`src/rtl/cpu_pkg.sv`:
```
// Shared fetch-path types and constants.
package cpu_pkg;

    typedef enum logic [1:0] {
        IDLE   = 2'd0,
        REQ    = 2'd1,
        WAIT   = 2'd2,
        HALTED = 2'd3
    } fetch_state_e;

    // Encoding 3 is reserved and handled the same as TRAP.
    typedef enum logic [1:0] {
        BR   = 2'd0,
        JMP  = 2'd1,
        TRAP = 2'd2
    } redirect_e;

    localparam int          PC_INC    = 4;
    localparam logic [31:0] RESET_VEC = 32'h0000_0000;
    localparam logic [31:0] TRAP_VEC  = 32'h0000_0100;

endpackage

```
`src/rtl/next_pc_sel.sv`:
```
// Next-PC priority mux: redirect (trap > jump > branch) over +4 over hold,
// with alignment check on branch/jump targets.
module next_pc_sel import cpu_pkg::*; #(
    parameter int                PC_LEN   = 32,
    parameter logic [PC_LEN-1:0] TRAP_VEC = cpu_pkg::TRAP_VEC
) (
    input  logic [PC_LEN-1:0] pc_cur,
    input  logic              redirect_valid,
    input  logic [1:0]        redirect_type,
    input  logic [PC_LEN-1:0] redirect_target,
    input  logic              inc_en,
    output logic [PC_LEN-1:0] next_pc,
    output logic              misalign
);

    logic is_trap;

    assign is_trap = !((redirect_type == BR) || (redirect_type == JMP));

    // Select the PC for the next edge; a misaligned target is sent to the trap vector.
    always_comb begin
        next_pc  = pc_cur;
        misalign = 1'b0;
        if (redirect_valid) begin
            if (is_trap) begin
                next_pc = TRAP_VEC;
            end else if (redirect_target[1:0] != 2'b00) begin
                next_pc  = TRAP_VEC;
                misalign = 1'b1;
            end else begin
                next_pc = redirect_target;
            end
        end else if (inc_en) begin
            next_pc = pc_cur + PC_LEN'(PC_INC);
        end
    end

endmodule

```
`src/rtl/pc.sv`:
```
// Program counter register; loads pc_in every cycle.
module pc #(
    parameter int                PC_LEN    = 32,
    parameter logic [PC_LEN-1:0] RESET_VEC = '0
) (
    input  logic              clk,
    input  logic              rst_n,
    input  logic [PC_LEN-1:0] pc_in,
    output logic [PC_LEN-1:0] pc_out
);

    // PC storage; the controller holds the value by feeding it back.
    always_ff @(posedge clk or negedge rst_n) begin
        if (!rst_n) pc_out <= RESET_VEC;
        else        pc_out <= pc_in;
    end

endmodule

```
`src/rtl/pc_fetch_ctrl.sv`:
```
// Fetch sequencer: owns the PC, issues one imem fetch at a time and
// discards responses made stale by a redirect.
module pc_fetch_ctrl import cpu_pkg::*; #(
    parameter int                PC_LEN    = 32,
    parameter logic [PC_LEN-1:0] RESET_VEC = cpu_pkg::RESET_VEC,
    parameter logic [PC_LEN-1:0] TRAP_VEC  = cpu_pkg::TRAP_VEC
) (
    input  logic              clk,
    input  logic              rst_n,
    input  logic              stall,
    input  logic              redirect_valid,
    input  logic [1:0]        redirect_type,
    input  logic [PC_LEN-1:0] redirect_target,
    input  logic              halt_req,
    input  logic              resume,
    output logic              imem_req_valid,
    input  logic              imem_req_ready,
    output logic [PC_LEN-1:0] imem_req_addr,
    input  logic              imem_rsp_valid,
    output logic              instr_valid,
    output logic [PC_LEN-1:0] instr_pc,
    output logic [PC_LEN-1:0] pc_out,
    output logic              misalign_err,
    output logic [1:0]        state_out
);

    fetch_state_e      state, state_nxt;
    logic              stale, stale_nxt;
    logic              halt_pend, halt_pend_nxt;
    logic              handshake;
    logic              rsp_good;
    logic [PC_LEN-1:0] next_pc;
    logic              misalign;

    assign imem_req_valid = (state == REQ) && !stall;
    assign handshake      = imem_req_valid && imem_req_ready;
    // A same-cycle redirect also drops the response.
    assign rsp_good       = (state == WAIT) && imem_rsp_valid && !stale && !redirect_valid;
    assign imem_req_addr  = pc_out;
    assign state_out      = state;

    next_pc_sel #(
        .PC_LEN   (PC_LEN),
        .TRAP_VEC (TRAP_VEC)
    ) u_next_pc_sel (
        .pc_cur          (pc_out),
        .redirect_valid  (redirect_valid),
        .redirect_type   (redirect_type),
        .redirect_target (redirect_target),
        .inc_en          (rsp_good),
        .next_pc         (next_pc),
        .misalign        (misalign)
    );

    pc #(
        .PC_LEN    (PC_LEN),
        .RESET_VEC (RESET_VEC)
    ) u_pc (
        .clk    (clk),
        .rst_n  (rst_n),
        .pc_in  (next_pc),
        .pc_out (pc_out)
    );

    // FSM state, stale-response flag and pending halt.
    always_ff @(posedge clk or negedge rst_n) begin
        if (!rst_n) begin
            state     <= IDLE;
            stale     <= 1'b0;
            halt_pend <= 1'b0;
        end else begin
            state     <= state_nxt;
            stale     <= stale_nxt;
            halt_pend <= halt_pend_nxt;
        end
    end

    // Next-state logic; a handshake beats halt, halt beats resume.
    always_comb begin
        state_nxt     = state;
        stale_nxt     = stale;
        halt_pend_nxt = halt_pend;
        case (state)
            IDLE: state_nxt = halt_req ? HALTED : REQ;
            REQ: begin
                if (handshake) begin
                    state_nxt = WAIT;
                    stale_nxt = redirect_valid;
                end else if (halt_req) begin
                    state_nxt = HALTED;
                end
            end
            WAIT: begin
                if (imem_rsp_valid) begin
                    stale_nxt = 1'b0;
                    state_nxt = (halt_req || halt_pend) ? HALTED : REQ;
                end else begin
                    if (redirect_valid) stale_nxt = 1'b1;
                    if (halt_req)       halt_pend_nxt = 1'b1;
                end
            end
            HALTED: if (resume && !halt_req) state_nxt = REQ;
            default: state_nxt = IDLE;
        endcase
        if (state_nxt == HALTED) halt_pend_nxt = 1'b0;
    end

    // Registered completion and misalign pulses.
    always_ff @(posedge clk or negedge rst_n) begin
        if (!rst_n) begin
            instr_valid  <= 1'b0;
            instr_pc     <= '0;
            misalign_err <= 1'b0;
        end else begin
            instr_valid  <= rsp_good;
            misalign_err <= misalign;
            if (rsp_good) instr_pc <= pc_out;
        end
    end

endmodule

```
`config.mk`:
```
export PLATFORM = sky130hd
export DESIGN_NAME = pc_fetch_ctrl
export DESIGN_NICKNAME = d
export VERILOG_FILES = /design/src/rtl/cpu_pkg.sv /design/src/rtl/next_pc_sel.sv /design/src/rtl/pc.sv /design/src/rtl/pc_fetch_ctrl.sv
export SDC_FILE = /design/constraint.sdc
export NUM_CORES = 1
export LEC_CHECK = 0
export BUFFER_PORTS_ARGS = -buffer_cell sky130_fd_sc_hd__buf_4
export CORE_ASPECT_RATIO = 1.75
export CORE_MARGIN = 2
export CORE_UTILIZATION = 49
export DETAILED_ROUTE_END_ITERATION = 8
export PLACE_DENSITY = 0.9
export SYNTH_ARGS = -nofsm -noshare
export SYNTH_HDL_FRONTEND = slang
export SYNTH_SLANG_ARGS = --single-unit
```
`constraint.sdc`:
```
create_clock -name clk -period 2.3 [get_ports clk]
set_clock_uncertainty 0.2 [all_clocks]
set_input_delay 0.23 -clock clk [delete_from_list [all_inputs] [get_ports clk]]
set_output_delay 0.23 -clock clk [all_outputs]
set_load 0.01 [all_outputs]
```
Word-level counts from Yosys, hierarchy flattened --
Cells that the tools add are included.
Storage, ports and cells: register bits 70, latch bits 0, RAM bits 0, bits in read-only memories 0, output and inout port bits 101, word-level logic and storage cells 59, memories kept 0
Cells by class: $add $sub $neg 1, $mul 0, divide/modulo/power cells 0, order comparisons 0, eq/ne operators 8, shift-type cells 0, muxes and demuxes 22, bitwise logic cells 0, reduce and logical (&&, ||, !) cells 21
Operators with widths (number):
- 32-bit 2-to-1 mux | 4
- 32-bit by 3-bit adder with 32-bit output (second input constant) | 1
- 2-bit 2-to-1 mux | 6
- 1-bit 2-to-1 mux | 10
- 2-bit nonzero test | 5
- 2-bit one-hot mux with 4 select lines | 1
- 2-bit equality test (second input constant) | 3
- 1-bit logical AND | 6
- 3-bit AND reduction | 2
- 2-bit by 1-bit equality test with 1-bit output (second input constant) | 2
- 1-bit logical NOT | 4
- 2-bit logical NOT | 2
- 3-bit inequality test (second input constant) | 1
- 1-bit logical OR | 2
- 2-bit by 1-bit inequality test with 1-bit output (second input constant) | 1
- 2-bit inequality test (second input constant) | 1
- 1-bit one-hot mux with 2 select lines | 1

Logic depth before layout (Yosys ltp) --
depth in word-level cells 8, mapped depth 7, mapped depth without buffers 6

Hierarchy --
Synthesis repeated with hierarchy kept, for this count alone.
Unflattened totals: cell total of the unflattened synthesis 356, area total of the unflattened synthesis 3671.0 um^2
Modules (own cells, without submodules):
- pc_fetch_ctrl | times used 1, cells an instance 125, area an instance 1736.7 um^2
- next_pc_sel | times used 1, cells an instance 199, area an instance 1133.6 um^2
- pc | times used 1, cells an instance 32, area an instance 800.8 um^2

Worst setup path after synthesis --
No wires, ideal clock.
path type flip-flop to flip-flop, start reg u_pc.pc_out[2], end reg u_pc.pc_out[30], library setup time 0.094 ns, arrival time 1.677 ns, setup slack 0.329 ns, stages on the path, launching flop included 7, cell sequence dfrtp_1 > ha_1 > and4_1 > and3_1 > and2_1 > a41o_1 > a211oi_1
On the way: longest elaborated chain between the ends 3
RTL lines:
- start, declared | RTL line pc.sv:9 | output logic [PC_LEN-1:0] pc_out
- start signal, assigned | RTL line pc.sv:15 | else pc_out <= pc_in;
- 32-bit by 3-bit adder with 32-bit output | RTL line next_pc_sel.sv:34 | next_pc = pc_cur + PC_LEN'(PC_INC);
- 32-bit 2-to-1 mux | RTL line next_pc_sel.sv:33 | end else if (inc_en) begin
- 32-bit 2-to-1 mux | RTL line next_pc_sel.sv:24 | if (redirect_valid) begin
No other way between the ends. The select of a mux whose other input is x is not followed. A chain may end at the register's enable or synchronous reset.

Worst setup path after layout --
start reg u_pc.pc_out[3], end reg u_pc.pc_out[18]
Same word-level chain as after synthesis.

==> key figures <==
Layout
  – Fill cells: 554
  – Final Net Count: 562
  – Layout cells sized above 1: 41.6%
  – Post-Layout Inst Area: 5310 um^2
  – Diode count: 0
  – Area Growth Syn to Fin: 43.1%

Clocking
  – Root Buffer: clkbuf_16
  – CTS sink cnt: 70
  – Clock buffers created by TritonCTS: 9
  – Clock Tree Buf Depth: 2
  – Clock transition at the registers of the reported paths: 0.05 ns
  – H-tree levels: 3
  – CTS tree: yes
  – Clock latency on the worst-skew pair: 0.33 ns

Yosys
  – #FFs+latches synth: 70
  – Cell with the most instances after synthesis: dfrtp_1
  – Top cell type's share of synthesized area: 47.2%
  – Ys flop type: dfrtp_1
  – Post-synth top cells: dfrtp_1, a21oi_1, nand2_1
  – Number of synthesized flops with an enable pin: 0
  – Area contributors post-synth: dfrtp_1, mux2_2, buf_4
  – Synth warn: 0
  – Synth area leader: dfrtp_1
  – Syn Inst Count: 366
  – Synth Net Count: 409
  – Asr flop ratio synth: 100%
  – Post-Syn Area: 3710 um^2
  – Sequential share of the synthesized area: 47.2%
  – Post-synth cell types: 48
  – Syn avg cell area: 10.1 um^2

Timing
  – Tcrit/Tclk final: 93.8%
  – Minimum clock period: 2.16 ns
  – Total negative slack: 0 ns
  – Endpoints failing setup: 0
  – Maximum clock frequency: 464 MHz
  – Unrepaired setup endpoints after global routing: false
  – Slew Limit Fails: 0
  – Final setup margin: 0.143 ns
  – Final Hold Viols: 0
  – Slew @ Worst Pin: 0.905 ns
  – Worst slew margin: 39.7%

Placement
  – Input/output buffers: 141
  – Dpl ws: 0.182 ns
  – Placed cell area: 4710 um^2
  – HPWL Detailed: 7360 um
  – GPL Wtd Cong: 0.836

Global routing
  – GRT Util Overall: 25.0%
  – Largest net degree at the start of global routing: 71
  – Gr ovfl total: 0
  – First-pass GRT wire length: 16700 um
  – Vias in the first global route: 3450
  – Initial antenna violation count: 0

Floorplanning
  – Rows: 42
  – Total Die Area: 8320 um^2
  – Area of the core: 7460 um^2
  – Die Span X: 69.8 um
  – Initial Util: 49.7%
  – Die height: 119 um
  – Io pins: 143

Critical path
  – Critical path's largest stage delay: 0.47 ns
  – Req. time, crit path: 2.32 ns
  – CP Max Fanout: 7
  – RR Startpoint: u_pc.pc_out[3]
  – Flop2flop setup slack: 0.14 ns
  – CP cell instances: ha_1, and4_1, nand4_1, nor2_1, a41o_1, a21oi_1
  – CP startpoint kind: flop
  – Critical Path Sink Type: flop
  – Worst-case reg-to-reg path depth: 6
  – WS Path Type: reg -> reg
  – Arr. time, crit path: 2.17 ns
  – Slowest cell on crit path: dfrtp_1
  – R2r endpoint: u_pc.pc_out[18]

Status
  – Status: finished clean

Pwr
  – Pwr Total: 3.03 mW
  – Leak pwr: 2.61 nW
  – PD cells: 569 nW/um^2
  – VDD IR max: 0.000439 V

Drt
  – # DRC: 0
  – Routed Antenna Nets: 0
  – Initial DRC Count: 263
  – Detailed-route via count: 3452
  – Routed len/inst: 17.1 um
  – First-pass detailed-route iteration total: 4
  – WL final: 10400 um
  – Post-DR vias/cell: 5.66

Min path
  – Hold Path End: u_pc.pc_out[26]
  – Hold Path Depth: 3
  – Hold WC Path Type: in -> reg
  – Hold path start: redirect_target[26]

Job
  – Max cap viols: 0
[metal layers]
metal,routed length (um),share of wire (%),vias up,GRT usage [%]
met3,557,5.3,24,4.40
met4,240,2.3,0,12.1
met1,3690,35,1686,27.4
met2,5940,57,142,45.4
li1,-,-,1600,-
met5,0,0,-,0
[layout make-up]
| cell class | count | area [um^2] | area share, % |
|---|---|---|---|
| Multi-Input combinational cell | 244 | 1630 | 30.7 |
| Clock inverter | 1 | 5.00 | 0.0942 |
| Timing Repair Buffer | 192 | 1540 | 28.9 |
| Inverter | 2 | 7.51 | 0.141 |
| Sequential cell | 70 | 1750 | 33.0 |
| Clock buffer | 13 | 270 | 5.09 |
| Tap cell | 88 | 110 | 2.07 |
[cell usage in the layout (no fill, tap or decap), drive strengths merged, types with 2 or more instances in the layout]
cell,instances
nor3b,3
nand2,38
a221oi,2
nor4b,2
a21o,4
a31o,6
a31oi,2
dlygate4sd3,33
a2bb2oi,3
inv,2
o21a,2
buf,159
o41ai,2
and4,5
mux2,32
nand3,10
and3,3
nor2,24
nand4,10
o21ai,17
and2,4
dfrtp,70
nor2b,4
a211oi,3
clkbuf,13
a41o,4
xnor2,5
a32o,2
nor3,6
a21oi,40
[power breakdown]
part | internal, mW | switching, mW
Sequential | 1.28 | 0.0432
Combinational | 0.231 | 0.185
Clock | 0.804 | 0.479
[what timing repair did]
action | 4_1_cts | 5_1_grt
setup buffers | 0 | 0
gates resized for setup | 0 | 0
hold buffers | 33 | 0
hold endpoints to repair | 101 | 0
[state kept, by name, summed over array words and instances, names as in the netlist]
| name | count |
|---|---|
| u_pc.pc_out | 32 |
| misalign_err | 1 |
| stale | 1 |
| halt_pend | 1 |
| instr_valid | 1 |
| state_out | 2 |
| instr_pc | 32 |
[worst max path at each step]
stage / from / endpoint / slack (ns) / cells past startpoint
floorplan: u_pc.pc_out[2] / u_pc.pc_out[30] / 0.33 / 6
global route: u_pc.pc_out[3] / u_pc.pc_out[20] / 0.001 / 5
detailed placement: u_pc.pc_out[10] / u_pc.pc_out[29] / 0.18 / 5
global placement: u_pc.pc_out[3] / u_pc.pc_out[18] / 0.24 / 6
CTS: u_pc.pc_out[3] / u_pc.pc_out[18] / 0.16 / 6
finish: u_pc.pc_out[3] / u_pc.pc_out[18] / 0.14 / 6
[kinds of logic after synthesis]
group	share of synthesized area, %
flops	47.2
mux	9.98
buf+inv	9.07
xor+xnor	1.42
compound gates	15.6
simple gates	16.4
fa+ha+maj	0.337
[per-stage QoR]
step,hold slack (ns),utilization (%),instances
finish,0.0157,71.2,610
floorplan,-0.266,-,366
detailed placement,0.209,63.1,563
CTS,0.00718,71.2,610
global route,0.0415,71.2,610
global placement,0.198,63.1,563
[critical path: cells and delay by family (launching register included)]
kind,cells,cell delay (ns)
AO/OA/AOI/OAI,2,0.26
adder cells (fa/ha/maj),1,0.29
flip-flops,1,0.47
AND/OR/NAND/NOR,3,0.82
(Power assumes the default switching activity.)
